`src/rtl/oneapi_pixel_gasket_pkg.sv`:
```
// Shared definitions for the oneAPI Avalon-ST <-> AXI4-Stream pixel gaskets:
// width derivation helpers, frame-tracking state and tuser bit positions.
package oneapi_pixel_gasket_pkg;

    // Avalon pads every channel up to the next power of two.
    function automatic int unsigned av_channel_bits(input int unsigned bits);
        return 32'd1 << $clog2(bits);
    endfunction

    // AXI video packs all channels of a pixel tightly, then rounds up to whole bytes.
    function automatic int unsigned axi_pixel_bits(input int unsigned bits,
                                                   input int unsigned channels);
        return 8 * ((bits * channels + 7) / 8);
    endfunction

    function automatic int unsigned ceil_div(input int unsigned num, input int unsigned den);
        return (num + den - 1) / den;
    endfunction

    typedef enum logic [0:0] {
        WAIT_SOF = 1'b0,
        IN_FRAME = 1'b1
    } gasket_state_e;

    localparam int unsigned SofTuserBit = 0;

endpackage

```
`src/rtl/oneapi_axs_skid_buffer.sv`:
```
// Two-entry ready/valid buffer with a registered input ready and a registered
// output payload; sustains one beat per clock with ready held high.
module oneapi_axs_skid_buffer #(
    parameter int unsigned WIDTH = 8
) (
    input  logic             clk_i,
    input  logic             rst_i,
    input  logic             in_valid_i,
    output logic             in_ready_o,
    input  logic [WIDTH-1:0] in_data_i,
    output logic             out_valid_o,
    input  logic             out_ready_i,
    output logic [WIDTH-1:0] out_data_o
);

    logic [WIDTH-1:0] mem_q [2];
    logic             rd_ptr_q;
    logic             wr_ptr_q;
    logic [1:0]       count_q;
    logic [1:0]       count_d;
    logic             ready_q;
    logic             push;
    logic             pop;

    assign push = in_valid_i & ready_q;
    assign pop  = (count_q != 2'd0) & out_ready_i;

    always_comb begin
        count_d = count_q + {1'b0, push} - {1'b0, pop};
    end

    always_ff @(posedge clk_i) begin
        if (rst_i) begin
            mem_q[0] <= '0;
            mem_q[1] <= '0;
            rd_ptr_q <= 1'b0;
            wr_ptr_q <= 1'b0;
            count_q  <= 2'd0;
            ready_q  <= 1'b0;
        end else begin
            if (push) begin
                mem_q[wr_ptr_q] <= in_data_i;
                wr_ptr_q        <= ~wr_ptr_q;
            end
            if (pop) begin
                rd_ptr_q <= ~rd_ptr_q;
            end
            count_q <= count_d;
            // Ready for next cycle reflects this cycle's push and pop together.
            ready_q <= (count_d != 2'd2);
        end
    end

    assign in_ready_o  = ready_q;
    assign out_valid_o = (count_q != 2'd0);
    assign out_data_o  = mem_q[rd_ptr_q];

endmodule

```
`src/rtl/oneapi_avs_to_axs_pixel_gasket.sv`:
```
// Avalon-ST pixel sink to AXI4-Stream pixel source: strips channel padding,
// repacks into byte-aligned AXI pixels and maps sop/eop to tuser[0]/tlast.
module oneapi_avs_to_axs_pixel_gasket
    import oneapi_pixel_gasket_pkg::*;
#(
    parameter int unsigned PARALLEL_PIXELS  = 4,
    parameter int unsigned BITS_PER_CHANNEL = 12,
    parameter int unsigned CHANNELS         = 3,
    localparam int unsigned BITS_PER_CHANNEL_AV  = av_channel_bits(BITS_PER_CHANNEL),
    localparam int unsigned BITS_PER_PIXEL_AV    = BITS_PER_CHANNEL_AV * CHANNELS,
    localparam int unsigned BITS_AV              = BITS_PER_PIXEL_AV * PARALLEL_PIXELS,
    localparam int unsigned EMPTY_BITS           = $clog2(BITS_AV / 8),
    localparam int unsigned BITS_PER_CHANNEL_AXI = BITS_PER_CHANNEL,
    localparam int unsigned BITS_PER_PIXEL_AXI   = axi_pixel_bits(BITS_PER_CHANNEL_AXI, CHANNELS),
    localparam int unsigned BITS_AXI             = BITS_PER_PIXEL_AXI * PARALLEL_PIXELS,
    localparam int unsigned TUSER_BITS           = ceil_div(BITS_AXI, 8)
) (
    input  logic                  csi_clk,
    input  logic                  rsi_reset,
    output logic                  asi_ready,
    input  logic                  asi_valid,
    input  logic [BITS_AV-1:0]    asi_data,
    input  logic                  asi_startofpacket,
    input  logic                  asi_endofpacket,
    input  logic [EMPTY_BITS-1:0] asi_empty,
    input  logic                  axm_tready,
    output logic                  axm_tvalid,
    output logic [BITS_AXI-1:0]   axm_tdata,
    output logic                  axm_tlast,
    output logic [TUSER_BITS-1:0] axm_tuser,
    output logic [15:0]           stat_drop_count
);

    localparam int unsigned PayloadBits = TUSER_BITS + 1 + BITS_AXI;
    localparam int unsigned PixelBytes  = BITS_PER_PIXEL_AV / 8;
    localparam logic [BITS_PER_CHANNEL_AV-1:0] MASK_OUT =
        BITS_PER_CHANNEL_AV'((64'd1 << BITS_PER_CHANNEL_AXI) - 64'd1);

    gasket_state_e          state_q;
    logic [15:0]            drop_cnt_q;
    logic [BITS_AXI-1:0]    tdata_c;
    logic [TUSER_BITS-1:0]  tuser_c;
    int unsigned            invalid_px;
    logic                   accept;
    logic                   drop;
    logic                   skid_in_valid;
    logic [PayloadBits-1:0] skid_out;

    always_comb begin
        tdata_c    = '0;
        invalid_px = asi_endofpacket ? (32'(asi_empty) / PixelBytes) : 32'd0;
        for (int unsigned p = 0; p < PARALLEL_PIXELS; p++) begin
            // Pixels past the eop empty count stay zero; padding nibble stays zero.
            if (p + invalid_px < PARALLEL_PIXELS) begin
                for (int unsigned c = 0; c < CHANNELS; c++) begin
                    tdata_c[p*BITS_PER_PIXEL_AXI + c*BITS_PER_CHANNEL_AXI +: BITS_PER_CHANNEL_AXI] =
                        BITS_PER_CHANNEL_AXI'(
                            asi_data[p*BITS_PER_PIXEL_AV + c*BITS_PER_CHANNEL_AV +: BITS_PER_CHANNEL_AV]
                            & MASK_OUT);
                end
            end
        end
        tuser_c              = '0;
        tuser_c[SofTuserBit] = asi_startofpacket;
    end

    assign accept        = asi_valid & asi_ready;
    assign drop          = (state_q == WAIT_SOF) & ~asi_startofpacket;
    assign skid_in_valid = asi_valid & ~drop;

    always_ff @(posedge csi_clk) begin
        if (rsi_reset) begin
            state_q    <= WAIT_SOF;
            drop_cnt_q <= 16'd0;
        end else if (accept) begin
            if (asi_startofpacket) begin
                state_q <= IN_FRAME;
            end else if (state_q == WAIT_SOF && drop_cnt_q != 16'hFFFF) begin
                drop_cnt_q <= drop_cnt_q + 16'd1;
            end
        end
    end

    oneapi_axs_skid_buffer #(
        .WIDTH (PayloadBits)
    ) u_skid (
        .clk_i       (csi_clk),
        .rst_i       (rsi_reset),
        .in_valid_i  (skid_in_valid),
        .in_ready_o  (asi_ready),
        .in_data_i   ({tuser_c, asi_endofpacket, tdata_c}),
        .out_valid_o (axm_tvalid),
        .out_ready_i (axm_tready),
        .out_data_o  (skid_out)
    );

    assign axm_tdata       = skid_out[BITS_AXI-1:0];
    assign axm_tlast       = skid_out[BITS_AXI];
    assign axm_tuser       = skid_out[PayloadBits-1 -: TUSER_BITS];
    assign stat_drop_count = drop_cnt_q;

endmodule

```
`config.mk`:
```
export PLATFORM = sky130hd
export DESIGN_NAME = oneapi_avs_to_axs_pixel_gasket
export DESIGN_NICKNAME = d
export VERILOG_FILES = /design/src/rtl/oneapi_pixel_gasket_pkg.sv /design/src/rtl/oneapi_axs_skid_buffer.sv /design/src/rtl/oneapi_avs_to_axs_pixel_gasket.sv
export SDC_FILE = /design/constraint.sdc
export NUM_CORES = 1
export LEC_CHECK = 0
export CORE_MARGIN = 3
export CORE_UTILIZATION = 40
export CTS_BUF_LIST = sky130_fd_sc_hd__clkbuf_4 sky130_fd_sc_hd__clkbuf_8
export CTS_CLUSTER_DIAMETER = 80
export DETAILED_ROUTE_END_ITERATION = 16
export PLACE_DENSITY = 0.66
export RECOVER_POWER = 100
export SYNTH_ARGS = -nofsm -noshare
export SYNTH_HDL_FRONTEND = slang
export SYNTH_HIERARCHICAL = 1
export SYNTH_SLANG_ARGS = --single-unit
```
`constraint.sdc`:
```
create_clock -name csi_clk -period 25.1 [get_ports csi_clk]
set_clock_uncertainty 0.1 [all_clocks]
set_input_delay 5.02 -clock csi_clk [delete_from_list [all_inputs] [get_ports csi_clk]]
set_output_delay 5.02 -clock csi_clk [all_outputs]
set_load 0.01 [all_outputs]
```
==> key figures, run 1 <==
CTS
  • TritonCTS buffer count: 68
  • Setup Buffers After CTS: 0
  • TritonCTS clock tree: yes
  • Post-CTS sizing: 0
  • Worst-path clk slew: 60 ps
  • Total clock sinks: 385
  • Worst skew pair latency: 600 ps
  • Hold buffers post-CTS: 0
  • H-tree levels: 3
  • Root Buffer: clkbuf_8
  • CTS max path bufs: 3

Setup path
  • Crit Path Class: input pin to flop
  • Worst-path fanout max: 66
  • Endpoint class of the critical path: flop
  • CP startpoint kind: input pin
  • CP required: 25100 ps
  • WP data arrival: 12430 ps

Floorplanning
  • IO Count: 402
  • Die Area: 46850 sq um
  • Die extent in y: 216.4 um
  • Die X: 216.4 um
  • # rows: 76
  • Initial Utilization: 40.76%
  • Core Area: 43460 sq um

Route
  • Vias post-DR: 10960
  • Vias/cell: 4.695
  • Routed WL: 40.17 mm
  • Antenna-violating nets left: 0
  • Initial detailed-routing violation count: 500
  • Drt drc: 0
  • Drt first pass iters: 4
  • DR WL/cell: 17.20 um

Layout
  • Commonest cells after routing, fill and taps aside: 362 x edfxtp_1, 340 x and2_1, 184 x dlygate4sd3_1
  • Post-route insts no fill: 2335
  • Share of cells above drive strength 1: 16.18%
  • Net count, final: 1900
  • Area delta synth->final: 30.86%
  • Commonest non-fill, non-tap cell in the layout: edfxtp_1

Logic synthesis
  • Largest cells by area after synthesis: edfxtp_1 61%, and2_1 18%, mux2_2 12%
  • Seq/Total Area, Yosys: 63.96%
  • Ys async rst share: 0%
  • Synth top area share: 61.36%
  • Cell count after synthesis: 1266
  • FF+latch count, synth: 385
  • Avg Cell Area, Syn: 13.99 sq um
  • Synth area leader: edfxtp_1
  • Synthesis Warnings: 6
  • EDFF count, synth: 362
  • Post-synthesis cell type count: 52
  • Synthesized area: 17710 sq um
  • Top FF cell, synth: edfxtp_1

Min path
  • Type of the worst min-delay path: flop to flop

Global routing
  • GRT Overall Usage: 16.86%
  • First-pass GRT wire length: 62.31 mm
  • Antenna violations before repair: 2
  • Overflow after GRT: 0
  • Vias in the first global route: 11330
  • Pin count of the biggest net entering global routing: 101

Timing
  • Minimum clock period after layout: 12430 ps
  • RSZ-0062 raised after global routing: no
  • Max Clk Rate: 80.45 MHz
  • Final Hold Fails: 0
  • Crit share post-route: 49.52%
  • Setup tns final: 0 ps
  • Slew at the pin closest to its max-slew limit: 4492 ps
  • Final setup viols: 0
  • Worst rel slew slack: -199.5%
  • Final slew viol count: 916

Power
  • IR Drop Worst-Case VDD: 49.61 uV
  • Pwr Total: 1737 uW
  • Leakage power: 0.008792 uW
  • PD cells: 74.93 nW/um^2

Placement
  • DP Cell Count: 2210
  • Hpwl dp: 23.83 mm
  • Port bufs: 352
  • Routability cong.: 0.7968

Outcome
  • Violated checks: capacitance limit, slew limit
  • Status: finished, violations left

Run
  • Number of max-cap violations: 13
state kept, by name, summed over array words and instances (netlist names), named ones only:
name,flops
u_skid/mem_q,362
state_q,1
u_skid/rd_ptr_q,1
u_skid/count_q,2
stat_drop_count,16
u_skid/wr_ptr_q,1
u_skid/in_ready_o,1
cell usage after synthesis (2+ instances only):
library cell / n
a211oi_1: 2
a21boi_0: 2
a21oi_1: 6
a311oi_1: 4
a31oi_1: 7
and2_1: 507
and3_1: 3
and4_1: 2
buf_2: 15
buf_4: 9
buf_6: 2
clkbuf_1: 24
clkbuf_2: 27
dfxtp_1: 23
edfxtp_1: 362
ha_1: 2
inv_1: 4
mux2_2: 183
nand2_1: 9
nand3_1: 5
nand4_1: 4
nand4_2: 2
nor2_1: 14
nor2b_1: 6
nor3_1: 4
o21ai_0: 2
o21ai_1: 2
o31ai_1: 2
or2_2: 2
or3_1: 3
or4_1: 3
xor2_1: 4
per-layer routing:
| metal | share of wire [%] | track usage, % |
|---|---|---|
| met1 | 43 | 21.43 |
| met2 | 46 | 26.49 |
| met3 | 8.5 | 6.702 |
| met4 | 2.4 | 5.559 |
| met5 | 0.032 | 0 |
power by group:
group | switching, uW | leakage [uW] | internal, uW
Clock | 249 | 0.000672 | 295
Sequential | 22.7 | 0.00395 | 752
Combinational | 184 | 0.00417 | 234
Total | 456 | 0.00879 | 1280
critical path, stage by stage:
cell and delay [ps]:
dlygate4sd3_1 520, clkbuf_1 970, or2_0 2920, clkbuf_1 2900
through the flow:
step / util [%] / setup WS (ps) / area (sq um) / hold slack (ps)
final: 53.34 / 12670 / 23180 / 407.0
after global routing: 53.34 / 12010 / 23180 / 432.1
after CTS: 53.57 / 16480 / 23280 / 409.4
after detailed placement: 50.61 / 16800 / 21990 / 392.1
after global placement: 50.61 / 16840 / 21990 / 384.7
after floorplan: - / 10630 / 17970 / 366.3
final timing paths:
path                                       from             endpoint  slack, ps  depth (start not counted)
worst max-delay path                  rsi_reset  u_skid/mem_q[1][75]      12670                          4
worst min-delay path            u_skid/rd_ptr_q      u_skid/rd_ptr_q        410                          2
worst max register to register          state_q  u_skid/mem_q[1][75]      17780                          5
worst min register to register  u_skid/rd_ptr_q      u_skid/rd_ptr_q        410                          2
kinds of logic (layout without fill, tap and decap cells):
family | Yosys count | in the layout | share of synthesized area (%)
adders and majority gates | 2 | 2 | 0.1412
DFF | 385 | 385 | 63.96
AOI/OAI and AO/OA | 35 | 35 | 1.370
and+or+nand+nor | 573 | 573 | 20.26
other | 1 | 71 | 0.02117
buffers and inverters | 81 | 495 | 2.288
muxes | 185 | 185 | 11.75
xor gates and xnor gates | 4 | 4 | 0.1977
layout make-up:
class	instances	area (sq um)
Fill cell	3752	20280
Inverter	4	15.01
Antenna cell	1	2.502
Multi-Input combinational cell	869	6223
Tap cell	585	732.0
Clock buffer	93	1142
Clock inverter	31	143.9
Timing Repair Buffer	367	3591
Sequential cell	385	11330
(Power assumes the default switching activity.)
==> run 2, diff against run 1 <==
--- a/config.mk
+++ b/config.mk
@@ -10,7 +10,7 @@
 export CTS_BUF_LIST = sky130_fd_sc_hd__clkbuf_4 sky130_fd_sc_hd__clkbuf_8
 export CTS_CLUSTER_DIAMETER = 80
 export DETAILED_ROUTE_END_ITERATION = 16
-export PLACE_DENSITY = 0.66
+export PLACE_DENSITY = 0.68
 export RECOVER_POWER = 100
 export SYNTH_ARGS = -nofsm -noshare
 export SYNTH_HDL_FRONTEND = slang
==> constraint.sdc (replaced) <==
create_clock -name csi_clk -period 10.7 [get_ports csi_clk]
set_clock_uncertainty 0.1 [all_clocks]
set_input_delay 2.14 -clock csi_clk [delete_from_list [all_inputs] [get_ports csi_clk]]
set_output_delay 2.14 -clock csi_clk [all_outputs]
set_load 0.01 [all_outputs]
==> run 2 against run 1 <==
Compared with the run above:
- sequential share of layout area stayed put
- final area stayed put
- power grew 130%
- wire length up 0.38%
- the flow still finishes with violations (capacitance limit, slew limit)
- critical path depth rose by 1
- via count rose by 0.40%
- die area unchanged
- critical endpoint is now u_skid/mem_q[1][67]
- clock power grew 130%
- non-clock buffer count decreased by 3
- final cell count is 0.39% lower
- sequential power is 130% higher
- first-iteration DRC count rose by 0.20%
==> key figures, run 2 (synthesized netlist as in run 1, its figures left out) <==
Route
  • Initial detailed-routing violation count: 501
  • DR WL/cell: 17.34 um
  • Drt drc: 0
  • Antenna-violating nets left: 0
  • Vias post-DR: 11010
  • Routed WL: 40.32 mm
  • Drt first pass iters: 5
  • Vias/cell: 4.732

CTS
  • Total clock sinks: 385
  • TritonCTS clock tree: yes
  • Post-CTS sizing: 0
  • Worst-path clk slew: 60 ps
  • TritonCTS buffer count: 67
  • H-tree levels: 3
  • CTS max path bufs: 3
  • Hold buffers post-CTS: 0
  • Root Buffer: clkbuf_8
  • Setup Buffers After CTS: 0
  • Worst skew pair latency: 600 ps

Floorplanning
  • IO Count: 402
  • Initial Utilization: 40.76%
  • Die Area: 46850 sq um
  • Die extent in y: 216.4 um
  • # rows: 76
  • Die X: 216.4 um
  • Core Area: 43460 sq um

Timing
  • Setup tns final: 0 ps
  • Worst rel slew slack: -170.3%
  • RSZ-0062 raised after global routing: no
  • Final setup viols: 0
  • Final slew viol count: 388
  • Max Clk Rate: 136.8 MHz
  • Final Hold Fails: 0
  • Crit share post-route: 68.34%
  • Slew at the pin closest to its max-slew limit: 4054 ps
  • Minimum clock period after layout: 7313 ps

Run
  • Number of max-cap violations: 5

Outcome
  • Violated checks: capacitance limit, slew limit
  • Status: finished, violations left

Setup path
  • WP data arrival: 7650 ps
  • Crit Path Class: input pin to flop
  • Worst r2r dst: u_skid/mem_q[1][67]
  • FF-to-FF Start: state_q
  • Slowest cell on the critical path: clkbuf_1
  • R2r worst-path depth: 5
  • Most frequent CP cell: clkbuf_1
  • CP max stage delay: 2880 ps
  • Crit path cell chain: dlygate4sd3_1 -> clkbuf_1 -> nor3b_1 -> clkbuf_1 -> and2_1
  • CP required: 11040 ps
  • Worst-path fanout max: 93
  • CP startpoint kind: input pin
  • Reg2Reg Setup Slack: 5570 ps
  • Endpoint class of the critical path: flop

Layout
  • Commonest cells after routing, fill and taps aside: 362 x edfxtp_1, 351 x and2_1, 180 x dlygate4sd3_1
  • Largest Register: u_skid/mem_q
  • # diodes: 0
  • Largest register FFs: 362
  • Share of cells above drive strength 1: 16.26%
  • Commonest non-fill, non-tap cell in the layout: edfxtp_1
  • Area delta synth->final: 30.86%
  • Net count, final: 1896
  • Fin area: 23180 sq um
  • Filler cells: 3757

Global routing
  • First-pass GRT wire length: 62.78 mm
  • Vias in the first global route: 11590
  • GRT Overall Usage: 17.00%
  • Antenna violations before repair: 0
  • Pin count of the biggest net entering global routing: 171
  • Overflow after GRT: 0

Placement
  • Port bufs: 352
  • Dpl cell area: 21980 sq um
  • Hpwl dp: 24.19 mm
  • Routability cong.: 0.8119

Power
  • Leakage power: 0.008818 uW
  • IR Drop Worst-Case VDD: 96.99 uV
  • PD cells: 174.1 nW/um^2

Min path
  • Min-Delay Endpoint: u_skid/rd_ptr_q
  • Hold path depth: 2
  • Type of the worst min-delay path: flop to flop
  • Hold path startpoint: u_skid/rd_ptr_q
-- run 2: cell count changes in the layout (fill, tap and decap cells not counted), sizes merged --
cell,change
clkbuf,-6
clkdlybuf4s50,+4
buf,+3
clkinv,-4
dlygate4sd3,-4
inv,+1
clkinvlp,-2
diode,-1
-- run 2: stage by stage --
| step | hold slack, ps | util [%] | setup slack (ps) | power [uW] | cells |
|---|---|---|---|---|---|
| after CTS | 407.2 | 53.52 | 4974 | 4182 | 2326 |
| final | 400.5 | 53.34 | 3387 | 4037 | 2326 |
| after global placement | 385.8 | 50.58 | 5033 | 2869 | 2207 |
| after detailed placement | 391.2 | 50.58 | 5048 | 2873 | 2207 |
| after global routing | 418.7 | 53.34 | 2957 | 4241 | 2326 |
| after floorplan | 366.3 | - | 2994 | 2366 | 1335 |
-- run 2: cell type report --
class	count	area, sq um	share of cell area [%]
sequential	385	11330	48.88
multi-input combinational	869	6226	26.86
timing repair buffer	364	3603	15.54
clock buffer	93	1149	4.955
tap	585	732.0	3.158
clock inverter	26	125.1	0.5398
inverter	4	15.01	0.06477
-- run 2: worst max-delay path: cells and delay by family --
family	cells	cell delay (ps)
buffers and inverters	3	3940
AND/OR/NAND/NOR	2	1450
-- run 2: worst max path at each step --
stage | start | endpoint | cells past startpoint
after floorplan | asi_valid | u_skid/mem_q[0][0] | 3
after global placement | asi_startofpacket | u_skid/mem_q[1][104] | 6
after detailed placement | asi_startofpacket | u_skid/mem_q[1][100] | 6
after CTS | flop | axm_tdata[82] | 3
after global routing | rsi_reset | u_skid/mem_q[1][75] | 5
final | rsi_reset | u_skid/mem_q[1][67] | 5
-- run 2: routing by layer --
metal	global-route usage, %	part of all wire [%]	routed length [um]	vias up
met1	21.04	42	16980	5356
met3	6.674	8.4	3381	71
met5	0	0	0	-
met4	5.362	2.4	976	0
li1	-	-	-	5249
met2	27.53	47	18980	330
-- run 2: where the power goes --
part,switching [uW],internal [uW],leakage [uW],total (uW)
clock,580,695,0.000674,1270
combinational,426,522,0.00419,948
sequential,59.7,1750,0.00395,1810
